**src/rtl/ps2_pkg.sv**
```systemverilog
// Shared types and constants for the PS/2 scan-code receiver and its FIFO.
package ps2_pkg;

    typedef enum logic [1:0] {
        ST_IDLE   = 2'd0,
        ST_DATA   = 2'd1,
        ST_PARITY = 2'd2,
        ST_STOP   = 2'd3
    } ps2_state_e;

    localparam logic [7:0] PFX_EXT = 8'hE0;
    localparam logic [7:0] PFX_BRK = 8'hF0;

    typedef struct packed {
        logic       ext;
        logic       brk;
        logic [7:0] code;
    } ps2_entry_t;

endpackage

```
**src/rtl/ps2_fifo.sv**
```systemverilog
// First-word fall-through key-event FIFO with a sticky overflow flag.
module ps2_fifo
    import ps2_pkg::*;
#(
    parameter int DEPTH = 8
) (
    input  logic                   clk,
    input  logic                   reset,
    input  logic                   push_i,
    input  ps2_entry_t             wr_data_i,
    input  logic                   pop_i,
    input  logic                   ovf_clr_i,
    output ps2_entry_t             rd_data_o,
    output logic                   empty_o,
    output logic                   full_o,
    output logic [$clog2(DEPTH):0] count_o,
    output logic                   overflow_o
);
    localparam int AW = $clog2(DEPTH);
    localparam logic [AW:0] FULL_CNT = (AW + 1)'(DEPTH);

    ps2_entry_t     mem_q [DEPTH];
    logic [AW-1:0]  wr_ptr_q, rd_ptr_q;
    logic [AW:0]    count_q;
    logic           overflow_q;
    logic           do_push, do_pop, drop;

    always_comb begin
        do_pop  = pop_i && (count_q != '0);
        // A pop in the same cycle frees a slot, so a push into a full FIFO still lands.
        do_push = push_i && ((count_q != FULL_CNT) || do_pop);
        drop    = push_i && !do_push;
    end

    always_ff @(posedge clk) begin
        if (do_push) mem_q[wr_ptr_q] <= wr_data_i;
    end

    always_ff @(posedge clk) begin
        if (reset) begin
            wr_ptr_q   <= '0;
            rd_ptr_q   <= '0;
            count_q    <= '0;
            overflow_q <= 1'b0;
        end else begin
            if (do_push) wr_ptr_q <= wr_ptr_q + 1'b1;
            if (do_pop)  rd_ptr_q <= rd_ptr_q + 1'b1;
            case ({do_push, do_pop})
                2'b10:   count_q <= count_q + 1'b1;
                2'b01:   count_q <= count_q - 1'b1;
                default: count_q <= count_q;
            endcase
            if (drop)           overflow_q <= 1'b1;
            else if (ovf_clr_i) overflow_q <= 1'b0;
        end
    end

    assign rd_data_o  = (count_q == '0) ? '0 : mem_q[rd_ptr_q];
    assign empty_o    = (count_q == '0);
    assign full_o     = (count_q == FULL_CNT);
    assign count_o    = count_q;
    assign overflow_o = overflow_q;

endmodule

```
**src/rtl/ps2_scan_receiver.sv**
```systemverilog
// PS/2 keyboard frame receiver: decodes E0/F0 prefixes and queues key events.
//   state     | meaning
//   ST_IDLE   | waiting for a start bit (data=0 on a ps2_clk fall)
//   ST_DATA   | shifting in 8 data bits, LSB first
//   ST_PARITY | capturing the odd-parity bit
//   ST_STOP   | checking stop bit and parity, then accept or flag error
module ps2_scan_receiver
    import ps2_pkg::*;
#(
    parameter int DEPTH          = 8,
    parameter int TIMEOUT_CYCLES = 50000
) (
    input  logic                   clk,
    input  logic                   reset,
    input  logic                   ps2_clk,
    input  logic                   ps2_data,
    input  logic                   rd_en,
    output logic [9:0]             rd_data,
    output logic                   empty,
    output logic                   full,
    output logic [$clog2(DEPTH):0] count,
    output logic                   frame_err,
    output logic                   overflow,
    input  logic                   ovf_clr
);
    localparam int TW = $clog2(TIMEOUT_CYCLES + 1);
    localparam logic [TW-1:0] TMO_LOAD = TW'(TIMEOUT_CYCLES - 1);

    logic [1:0]    clk_s_q, data_s_q;
    logic          clk_prev_q;
    logic          fall, data_s;
    ps2_state_e    state_q, state_d;
    logic [2:0]    bit_cnt_q, bit_cnt_d;
    logic [7:0]    shift_q, shift_d;
    logic          par_q, par_d;
    logic          ext_q, ext_d, brk_q, brk_d;
    logic [TW-1:0] tmo_q, tmo_d;
    logic          err_q, err_d;
    logic          timeout, parity_ok, push;
    ps2_entry_t    push_entry, head;

    assign data_s    = data_s_q[1];
    assign fall      = clk_prev_q && !clk_s_q[1];
    assign parity_ok = ^{shift_q, par_q};
    // Down-counter reloads on every edge; terminal count outside IDLE aborts the frame.
    assign timeout   = (state_q != ST_IDLE) && !fall && (tmo_q == '0);

    always_comb begin
        state_d    = state_q;
        bit_cnt_d  = bit_cnt_q;
        shift_d    = shift_q;
        par_d      = par_q;
        ext_d      = ext_q;
        brk_d      = brk_q;
        err_d      = 1'b0;
        push       = 1'b0;
        push_entry = '{ext: ext_q, brk: brk_q, code: shift_q};
        tmo_d      = tmo_q;

        if (state_q == ST_IDLE || fall) tmo_d = TMO_LOAD;
        else if (tmo_q != '0)           tmo_d = tmo_q - 1'b1;

        if (timeout) begin
            state_d   = ST_IDLE;
            bit_cnt_d = '0;
            err_d     = 1'b1;
            ext_d     = 1'b0;
            brk_d     = 1'b0;
        end else if (fall) begin
            case (state_q)
                ST_IDLE: begin
                    if (!data_s) begin
                        state_d   = ST_DATA;
                        bit_cnt_d = '0;
                    end
                end
                ST_DATA: begin
                    shift_d   = {data_s, shift_q[7:1]};
                    bit_cnt_d = bit_cnt_q + 1'b1;
                    if (bit_cnt_q == 3'd7) state_d = ST_PARITY;
                end
                ST_PARITY: begin
                    par_d   = data_s;
                    state_d = ST_STOP;
                end
                ST_STOP: begin
                    state_d = ST_IDLE;
                    if (data_s && parity_ok) begin
                        if (shift_q == PFX_EXT) begin
                            ext_d = 1'b1;
                        end else if (shift_q == PFX_BRK) begin
                            brk_d = 1'b1;
                        end else begin
                            push  = 1'b1;
                            ext_d = 1'b0;
                            brk_d = 1'b0;
                        end
                    end else begin
                        err_d = 1'b1;
                    end
                end
                default: state_d = ST_IDLE;
            endcase
        end
    end

    always_ff @(posedge clk) begin
        if (reset) begin
            clk_s_q    <= 2'b11;
            data_s_q   <= 2'b11;
            clk_prev_q <= 1'b1;
            state_q    <= ST_IDLE;
            bit_cnt_q  <= '0;
            shift_q    <= '0;
            par_q      <= 1'b0;
            ext_q      <= 1'b0;
            brk_q      <= 1'b0;
            tmo_q      <= TMO_LOAD;
            err_q      <= 1'b0;
        end else begin
            clk_s_q    <= {clk_s_q[0], ps2_clk};
            data_s_q   <= {data_s_q[0], ps2_data};
            clk_prev_q <= clk_s_q[1];
            state_q    <= state_d;
            bit_cnt_q  <= bit_cnt_d;
            shift_q    <= shift_d;
            par_q      <= par_d;
            ext_q      <= ext_d;
            brk_q      <= brk_d;
            tmo_q      <= tmo_d;
            err_q      <= err_d;
        end
    end

    ps2_fifo #(.DEPTH(DEPTH)) u_fifo (
        .clk        (clk),
        .reset      (reset),
        .push_i     (push),
        .wr_data_i  (push_entry),
        .pop_i      (rd_en),
        .ovf_clr_i  (ovf_clr),
        .rd_data_o  (head),
        .empty_o    (empty),
        .full_o     (full),
        .count_o    (count),
        .overflow_o (overflow)
    );

    assign rd_data   = head;
    assign frame_err = err_q;

endmodule
```
**config.mk**
```make
export PLATFORM = sky130hd
export DESIGN_NAME = ps2_scan_receiver
export DESIGN_NICKNAME = d
export VERILOG_FILES = /design/src/rtl/ps2_pkg.sv /design/src/rtl/ps2_fifo.sv /design/src/rtl/ps2_scan_receiver.sv
export SDC_FILE = /design/constraint.sdc
export NUM_CORES = 1
export LEC_CHECK = 0
export CELL_PAD_IN_SITES_DETAIL_PLACEMENT = 0
export CELL_PAD_IN_SITES_GLOBAL_PLACEMENT = 1
export CORE_MARGIN = 1.5
export CORE_UTILIZATION = 30
export CTS_BUF_LIST = sky130_fd_sc_hd__clkbuf_4 sky130_fd_sc_hd__clkbuf_8 sky130_fd_sc_hd__clkbuf_16
export DETAILED_ROUTE_END_ITERATION = 7
export GPL_ROUTABILITY_DRIVEN = 0
export PLACE_DENSITY = 0.62
export SETUP_SLACK_MARGIN = 0.2
export SLEW_MARGIN = 10
export SYNTH_ARGS = -nofsm -noshare
export SYNTH_HDL_FRONTEND = slang
export SYNTH_SLANG_ARGS = --single-unit
```
**constraint.sdc**
```tcl
create_clock -name clk -period 7.3 [get_ports clk]
set_input_delay 1.825 -clock clk [delete_from_list [all_inputs] [get_ports clk]]
set_output_delay 1.825 -clock clk [all_outputs]
set_load 0.05 [all_outputs]
```
# After elaboration in Yosys (flattened, before gate mapping)
# Memory sizes are Yosys's and may differ from the RTL's. A register that Yosys moved wholly into a read port is not among the register bits.
# Index checks and enable logic that the tools add are counted.
[word_totals] regBits=49 latch_bits=0 ramBits=80 mem_bits_ro=0 out_inout_bits=18 wordCells=93 n_memories=1
[memory_table] memory="u_fifo.mem_q" words=8 width=10 read_ports=1 rd_clocked_by_memory_dff=1 write_ports=1 line_no="ps2_fifo.sv:22" text="ps2_entry_t mem_q [DEPTH];"
[classes] addsub=6 mul=0 div=0 n_lt_le_gt_ge=0 n_eq_ne=13 shifts=0 mux=26 bitwise_logic=2 n_reduce_logical=30
[op_table] cell="$mux W1" count=17
[op_table] cell="$eq A8 B8 Y1 const B" count=2
[op_table] cell="$logic_not A16 Y1" count=1
[op_table] cell="$reduce_bool A16 Y1" count=1
[op_table] cell="$sub A16 B1 Y16 const B" count=1
[op_table] cell="$reduce_and A3 Y1" count=4
[op_table] cell="$mux W10" count=1
[op_table] cell="$add A3 B1 Y3 const B" count=3
[op_table] cell="$mux W3" count=3
[op_table] cell="$reduce_xor A9 Y1" count=1
[op_table] cell="$pmux W2 S4" count=1
[op_table] cell="$pmux W4 S2" count=1
[op_table] cell="$reduce_and A4 Y1" count=2
[op_table] cell="$reduce_bool A2 Y1" count=4
[op_table] cell="$logic_and A1 B1 Y1" count=7
[op_table] cell="$eq A2 B2 Y1 const B" count=3
[op_table] cell="$ne A2 B2 Y1 const B" count=3
[op_table] cell="$pmux W3 S2" count=1
[op_table] cell="$add A4 B1 Y4 const B" count=1
[op_table] cell="$eq A2 B1 Y1 const B" count=2
[op_table] cell="$eq A4 B4 Y1 const B" count=1
[op_table] cell="$logic_not A4 Y1" count=1
[op_table] cell="$mux W2" count=2
[op_table] cell="$ne A4 B4 Y1 const B" count=1
[op_table] cell="8 further kinds" count=13

# Longest topological paths before layout
# Gate-level depths: netlist (run 1).
[logic_depth] word_depth=11 depth_mapped=12 mapped_depth_nobuf=12

# Modules after synthesis
# Synthesis (run 1) repeated with hierarchy kept, for this count alone.
[hier_totals] hier_cells=425 area_unflattened_um2=5749.3
[modules_own_cells] module="ps2_fifo" n_inst=1 cells_each=213 area_per_inst_um2=3804.9
[modules_own_cells] module="ps2_scan_receiver" n_inst=1 cells_each=212 area_per_inst_um2=1944.4

# Least setup slack after synthesis (run 1)
# Ideal clock, no wire load.
[synth_timing] path_type="flip-flop to output port" from="register u_fifo.count_q[0], in the netlist u_fifo.count_o[0]" to="output port rd_data[0]" t_arrival_ns=2.114 required_ns=5.475 setup_slack_ns=3.361 stages_incl_launch_ff=4 path_cell_list="dfxtp_1 -> nor4_1 -> clkbuf_1 -> nor2_1"
[synth_via] elab_chain_len=2
[synth_rtl] item="from (decl)" line_no="ps2_fifo.sv:24" text="logic [AW:0] count_q;"
[synth_rtl] item="from (signal assigned)" line_no="ps2_fifo.sv:49" text="2'b10: count_q <= count_q + 1'b1;"
[synth_rtl] item="from (signal assigned)" line_no="ps2_fifo.sv:50" text="2'b01: count_q <= count_q - 1'b1;"
[synth_rtl] item="from (signal assigned)" line_no="ps2_fifo.sv:51" text="default: count_q <= count_q;"
[synth_rtl] item="$logic_not A4 Y1"
[synth_rtl] item="via empty" line_no="ps2_scan_receiver.sv:19" text="output logic empty,"
[synth_rtl] item="$mux W10" line_no="ps2_fifo.sv:58" text="assign rd_data_o = (count_q == '0) ? '0 : mem_q[rd_ptr_q];"
[synth_rtl] item="to (decl)" line_no="ps2_scan_receiver.sv:18" text="output logic [9:0] rd_data,"
# The timed path passes the listed nets, and every way through them passes these cells.

==> flow_summary_export.csv, run 1 <==
group,metric,value,unit
outcome,outcome,"complete, but fails checks",
outcome,failed_checks,"DRC",
clock_tree,maximum_clock_insertion_buffer_count,2,
clock_tree,worstSkewPairLatency,0.42,ns
sta,rsz_0062_raised_after_global_routing,"false",
route,drcViolationCount,4,
route,drt_iter0_markers,149,
yosys,yosys_warnings,0,
route,drt_pre_antenna_iters,6,
setup_path,cp_data_arrival_time,2.87,ns
sta,clock-skew-final,0.00584,ns
floorplanning,core_region_area,18100,µm²
sta,fin_crit_sh,64.3,%
layout,share_of_layout_cells_above_drive_strength_1,17.3,%
floorplanning,start_util,30.8,%
yosys,synthesis.area_per_instance,13.5,µm²
yosys,mappedNetlistNets,432,
floorplanning,die_y,140,µm
pwr,power.leakage,2.30,nW
route,detail_route.wl_per_cell,15.8,µm
sta,finalCriticalPeriod,4.69,ns
clock_tree,buffer_cell_driving_the_clock_tree_root,"sky130_fd_sc_hd__clkbuf_16",
floorplanning,fp-row-count,49,
placed_design,place.detailed.hpwl,7030,µm
sta,timing_worst_slew_pin_value,1.08,ns
sta,hold_viol_final,0,
setup_path,worst-endpoint-required,5.48,ns
yosys,synth_seq_area_share,61.6,%
global_routing,grt_pass1_vias,3498,
sta,layout_setup_ws,2.61,ns
layout,most-common-layout-cells,"sky130_fd_sc_hd__edfxtp_1 (80), sky130_fd_sc_hd__dfxtp_1 (52), sky130_fd_sc_hd__nor2_1 (43)",
route,routed_via_density,4.82,
setup_path,setup.worst_path.end_class,"output pin",
layout,diodes,0,
sta,fmax,213,MHz
yosys,postSynthRegisterBits,132,
placed_design,numPortBuffers,23,
route,vias,3336,
pwr,power.switching_fraction,23.0,%
clock_tree,clkTransAtPathRegs,0.06,ns
clock_tree,numCtsBuffers,17,
clock_tree,cts_tree,"built",
layout,layout.nets,468,
pwr,power.combinational.fraction,5.3,%
clock_tree,post_cts_resize_count,0,
layout,area_growth,20.7,%
global_routing,grt_max_degree,34,
pwr,worst_ir_drop_vdd,0.167,mV
min_path,hold_class,"register to register",
layout,final_common_cell,"sky130_fd_sc_hd__edfxtp_1",
global_routing,grt_first_pass_wirelength,18300,µm
setup_path,critPathMaxFanout,20,
run,timing.max_cap.violations,0,
clock_tree,cts-htree-levels,4,
placed_design,pre_cts_slack,2.68,ns
route,routed_wirelength,10900,µm
clock_tree,cts_num_sinks,132,
global_routing,grt_usage,12.3,%
yosys,synth_edf_count,80,
sta,slew_headroom,27.5,%
sta,tns,0,ns
clock_tree,number_of_setup_buffers_added_after_cts,0,
yosys,synth_cells,414,
yosys,post_synth_num_cell_types,54,
floorplanning,floorplan.die_area,19500,µm²
floorplanning,io-pin-count,24,
yosys,yosys_most_used_dff,"sky130_fd_sc_hd__edfxtp_1",
yosys,asyncSetResetFlopFracSynth,0,%
yosys,netlist_area,5590,µm²
pwr,power_frac_clock,49.1,%
pwr,seq_power_share,45.6,%
setup_path,launching_element_type_of_the_critical_path,"register",
clock_tree,ctsHoldBuffers,0,
pwr,power_switching,397,µW
sta,report.final.setup_viol,0,
global_routing,grt.overflow.total,0,
pwr,internal-power,1.33,mW
route,ant_nets,0,
setup_path,timing_worst_setup_path_type,"register to output pin",
pwr,power-per-cell-area,256,nW/µm²
global_routing,initial_antenna_violation_count,0,
floorplanning,die_w,140,µm
sta,drv_slew,0,
## area by class of cell
| class | instances | area (µm²) |
|---|---|---|
| Clock buffer | 19 | 464 |
| Clock inverter | 13 | 134 |
| Fill cell | 1758 | 11400 |
| Inverter | 14 | 52.6 |
| Multi-Input combinational cell | 253 | 2070 |
| Sequential cell | 132 | 3440 |
| Tap cell | 229 | 287 |
| Timing Repair Buffer | 32 | 298 |
## synth_stat cells (all sizes together), types with 3 or more instances
cell | number | area share, %
nor2 | 43 | 2.9
a21oi | 9 | 0.81
xor2 | 7 | 1.1
nand2 | 22 | 1.5
nor2b | 4 | 0.45
or2 | 5 | 0.56
mux2 | 3 | 0.67
and2 | 4 | 0.45
and3 | 3 | 0.36
nor3 | 16 | 1.5
a2111oi | 3 | 0.47
xnor2 | 12 | 1.9
ha | 11 | 2.5
mux2i | 23 | 4.2
edfxtp | 80 | 43
nand3 | 14 | 1.3
dfxtp | 52 | 19
nor4b | 4 | 0.85
buf | 4 | 0.29
nor4 | 7 | 0.78
inv | 14 | 0.94
clkbuf | 11 | 0.74
o21ai | 6 | 0.54
nand4 | 8 | 0.89
mux4 | 20 | 8.1
or3 | 3 | 0.34
or4 | 4 | 0.60
## per-stage QoR
stage               utilization, %  hold WS [ns]  cell area (µm²)  instances  total power [mW]
floorplan                        -         0.389             5590        414             0.868
global placement              33.9         0.392             6150        660             0.897
detailed placement            33.9         0.395             6150        660             0.897
CTS                           37.2         0.406             6750        692              1.75
global route                  37.2         0.420             6750        692              1.79
finish                        37.2         0.408             6750        692              1.73
## final timing paths
path | from | endpoint | slack (ns) | cells after the start
min | clk_s_q[0] | clk_s_q[1] | 0.41 | 1
min reg2reg | clk_s_q[0] | clk_s_q[1] | 0.41 | 1
max | register | rd_data[3] | 2.61 | 4
max reg2reg | shift_q[5] | u_fifo.count_o[3] | 3.96 | 11
## worst max-delay path, cell delays in order, from the launching register on
cell,delay [ns]
sky130_fd_sc_hd__dfxtp_1,0.99
sky130_fd_sc_hd__mux4_2,0.37
sky130_fd_sc_hd__mux2i_1,0.08
sky130_fd_sc_hd__nor2_1,0.18
sky130_fd_sc_hd__clkdlybuf4s50_1,0.83
## sequential cells by signal, indices dropped and copies added (netlist names), named ones only
register,count
u_fifo.rd_ptr_q,3
brk_q,1
data_s_q,2
u_fifo.count_o,4
clk_prev_q,1
state_q,2
u_fifo.overflow_o,1
u_fifo.wr_ptr_q,3
ext_q,1
par_q,1
clk_s_q,2
tmo_q,16
frame_err,1
u_fifo.mem_q,80
shift_q,8
bit_cnt_q,3
## per-layer routing
metal	share of wire, %	up-vias	GRT usage, %
li1	-	1633	-
met1	48	1635	15.8
met2	46	56	19.5
met3	4.0	12	3.92
met4	1.2	0	4.32
met5	0	-	0
## cells by family (layout without fill, tap and decap cells)
family | count (synthesis) | in the layout | share of synthesized area [%]
AND/OR/NAND/NOR | 142 | 142 | 13.1
adder cells (fa/ha/maj) | 12 | 12 | 2.82
AO/OA/AOI/OAI | 32 | 32 | 3.80
flip-flops | 132 | 132 | 61.6
multiplexers | 46 | 46 | 12.9
buffers and inverters | 29 | 78 | 1.97
XOR/XNOR | 21 | 21 | 3.80
## power groups by stage
| stage | Combinational (mW) | Sequential (mW) | Clock, mW |
|---|---|---|---|
| after floorplan | 0.0619 | 0.806 | 0 |
| after detailed placement | 0.0932 | 0.804 | 0 |
| after global placement | 0.0924 | 0.804 | 0 |
| after CTS | 0.0931 | 0.788 | 0.870 |
| after global routing | 0.0985 | 0.788 | 0.905 |
| final | 0.0914 | 0.788 | 0.848 |
Note: power is estimated with default switching activity, not from simulation.
==> run 2: changes to the inputs <==
Clock period 7.3 ns to 4.49 ns, I/O delays scaled along.
==> run 2 against run 1 <==
  * The flow still finishes with violations (DRC)
  * Die area unchanged
  * Sequential power up 62%
  * Critical path depth increased by 1
  * Via count increased by 0.93%
  * Register-to-register slack worse by 2.8 ns
  * Critical path type unchanged
==> flow_summary_export.csv, run 2 (same netlist as run 1, synthesis figures left out) <==
group,metric,value,unit
outcome,outcome,"complete, but fails checks",
outcome,failed_checks,"DRC",
floorplanning,fp-row-count,49,
layout,area_growth,20.9,%
global_routing,grt_first_pass_wirelength,17800,µm
pwr,power-per-cell-area,412,nW/µm²
clock_tree,buffer_cell_driving_the_clock_tree_root,"sky130_fd_sc_hd__clkbuf_16",
sta,report.final.setup_viol,0,
route,detail_route.wl_per_cell,15.8,µm
clock_tree,clkTransAtPathRegs,0.06,ns
clock_tree,cts_tree,"built",
floorplanning,floorplan.die_area,19500,µm²
floorplanning,core_region_area,18100,µm²
layout,largest_reg_flops,80,
clock_tree,post_cts_resize_count,0,
setup_path,ff_to_ff_path_depth,11,
setup_path,launching_element_type_of_the_critical_path,"register",
sta,rsz_0062_raised_after_global_routing,"false",
route,routed_wirelength,11000,µm
min_path,hold_class,"register to register",
clock_tree,numCtsBuffers,17,
floorplanning,start_util,30.8,%
global_routing,grt_max_degree,21,
sta,finalCriticalPeriod,3.73,ns
global_routing,grt_usage,12.1,%
global_routing,initial_antenna_violation_count,0,
placed_design,place_area,6180,µm²
route,drt_iter0_markers,164,
setup_path,critical_path.reg2reg.endpoint,"u_fifo.count_o[3]",
sta,hold_viol_final,0,
sta,fin_crit_sh,83.1,%
setup_path,timing_worst_setup_path_type,"register to output pin",
pwr,worst_ir_drop_vdd,0.252,mV
sta,drv_slew,0,
pwr,finalPower,2.79,mW
layout,share_of_layout_cells_above_drive_strength_1,17.5,%
sta,slew_headroom,50.5,%
route,drt_pre_antenna_iters,8,
setup_path,critPathMaxFanout,20,
sta,clock-skew-final,0.00773,ns
route,drcViolationCount,3,
layout,stdcell_area,6760,µm²
layout,final_common_cell,"sky130_fd_sc_hd__edfxtp_1",
layout,reg.largest.list,"u_fifo.mem_q x80, tmo_q x16, shift_q x8",
global_routing,grt_pass1_vias,3295,
clock_tree,worstSkewPairLatency,0.42,ns
setup_path,worst-endpoint-required,3.37,ns
clock_tree,ctsHoldBuffers,0,
placed_design,place.detailed.hpwl,7160,µm
sta,fmax,268,MHz
route,vias,3367,
setup_path,worstReg2RegStart,"shift_q[5]",
setup_path,cp_data_arrival_time,2.61,ns
placed_design,numPortBuffers,23,
setup_path,cp-endpoint,"rd_data[4]",
clock_tree,cts-htree-levels,4,
layout,diodes,0,
route,ant_nets,0,
setup_path,ff2ff_setup_slack,1.20,ns
global_routing,grt.overflow.total,0,
floorplanning,die_y,140,µm
clock_tree,cts_num_sinks,132,
setup_path,setup.worst_path.end_class,"output pin",
clock_tree,number_of_setup_buffers_added_after_cts,0,
sta,tns,0,ns
layout,most-common-layout-cells,"sky130_fd_sc_hd__edfxtp_1 (80), sky130_fd_sc_hd__dfxtp_1 (52), sky130_fd_sc_hd__nor2_1 (43)",
route,routed_via_density,4.83,
clock_tree,maximum_clock_insertion_buffer_count,2,
pwr,power.leakage,2.31,nW
sta,timing_worst_slew_pin_value,0.742,ns
layout,largest-register,"u_fifo.mem_q",
layout,layout.nets,473,
floorplanning,die_w,140,µm
floorplanning,io-pin-count,24,
run,timing.max_cap.violations,0,
run 2: cell count changes in the layout (fill, tap and decap cells not counted):
cell                         previous run  this run
sky130_fd_sc_hd__clkbuf_16             18        17
sky130_fd_sc_hd__inv_8                  2         0
sky130_fd_sc_hd__clkinvlp_4             0         1
sky130_fd_sc_hd__nor4_4                 1         0
sky130_fd_sc_hd__clkbuf_4               0         1
sky130_fd_sc_hd__inv_4                  1         0
sky130_fd_sc_hd__clkinv_2               1         0
sky130_fd_sc_hd__buf_4                  9        14
sky130_fd_sc_hd__clkinv_1               0         3
sky130_fd_sc_hd__nor4_2                 1         2
sky130_fd_sc_hd__clkbuf_8               1         0
sky130_fd_sc_hd__bufinv_16              1         2
run 2: power breakdown:
part	internal (mW)	switching, mW	leakage, nW
logic	0.0596	0.0921	0.862
clock network	0.829	0.527	0.283
registers	1.28	0.00507	1.16
total	2.16	0.624	2.31
run 2: stage by stage:
stage / cells / hold WS [ns] / worst slack [ns] / util [%]
floorplan: 414 / 0.389 / 1.25 / -
global placement: 665 / 0.395 / 1.08 / 34.1
detailed placement: 665 / 0.394 / 1.02 / 34.1
CTS: 697 / 0.408 / 0.696 / 37.3
global route: 697 / 0.421 / 0.594 / 37.3
finish: 697 / 0.408 / 0.760 / 37.3
run 2: worst max-delay path, stage by stage (launching register included):
cell,delay [ns]
sky130_fd_sc_hd__dfxtp_1,0.30
sky130_fd_sc_hd__buf_4,0.37
sky130_fd_sc_hd__mux4_2,0.57
sky130_fd_sc_hd__mux2i_1,0.17
sky130_fd_sc_hd__nor2_1,0.07
sky130_fd_sc_hd__clkdlybuf4s50_1,0.70
run 2: how the worst min path moves through the flow:
stage	start	to	slack, ns	depth (start not counted)
after floorplan	clk_s_q[0]	clk_s_q[1]	0.39	1
after global routing	clk_s_q[0]	clk_s_q[1]	0.42	1
after CTS	data_s_q[0]	data_s_q[1]	0.41	1
after global placement	data_s_q[0]	data_s_q[1]	0.40	1
final	data_s_q[0]	data_s_q[1]	0.41	1
after detailed placement	data_s_q[0]	data_s_q[1]	0.39	1
run 2: per-layer routing:
metal / part of all wire (%) / up-vias / wire, µm / track usage [%]
met1: 47 / 1653 / 5230 / 15.9
li1: - / 1644 / - / -
met5: 0 / - / 0 / 0
met4: 1.1 / 0 / 125 / 3.82
met2: 47 / 58 / 5190 / 19.0
met3: 4.2 / 12 / 468 / 4.03
run 2: final cells by class:
type / count / area (µm²)
clock inverter: 14 / 149
inverter: 14 / 52.6
sequential: 132 / 3440
clock buffer: 18 / 433
multi-input combinational: 253 / 2060
timing repair buffer: 37 / 335
fill: 1749 / 11400
tap: 229 / 287
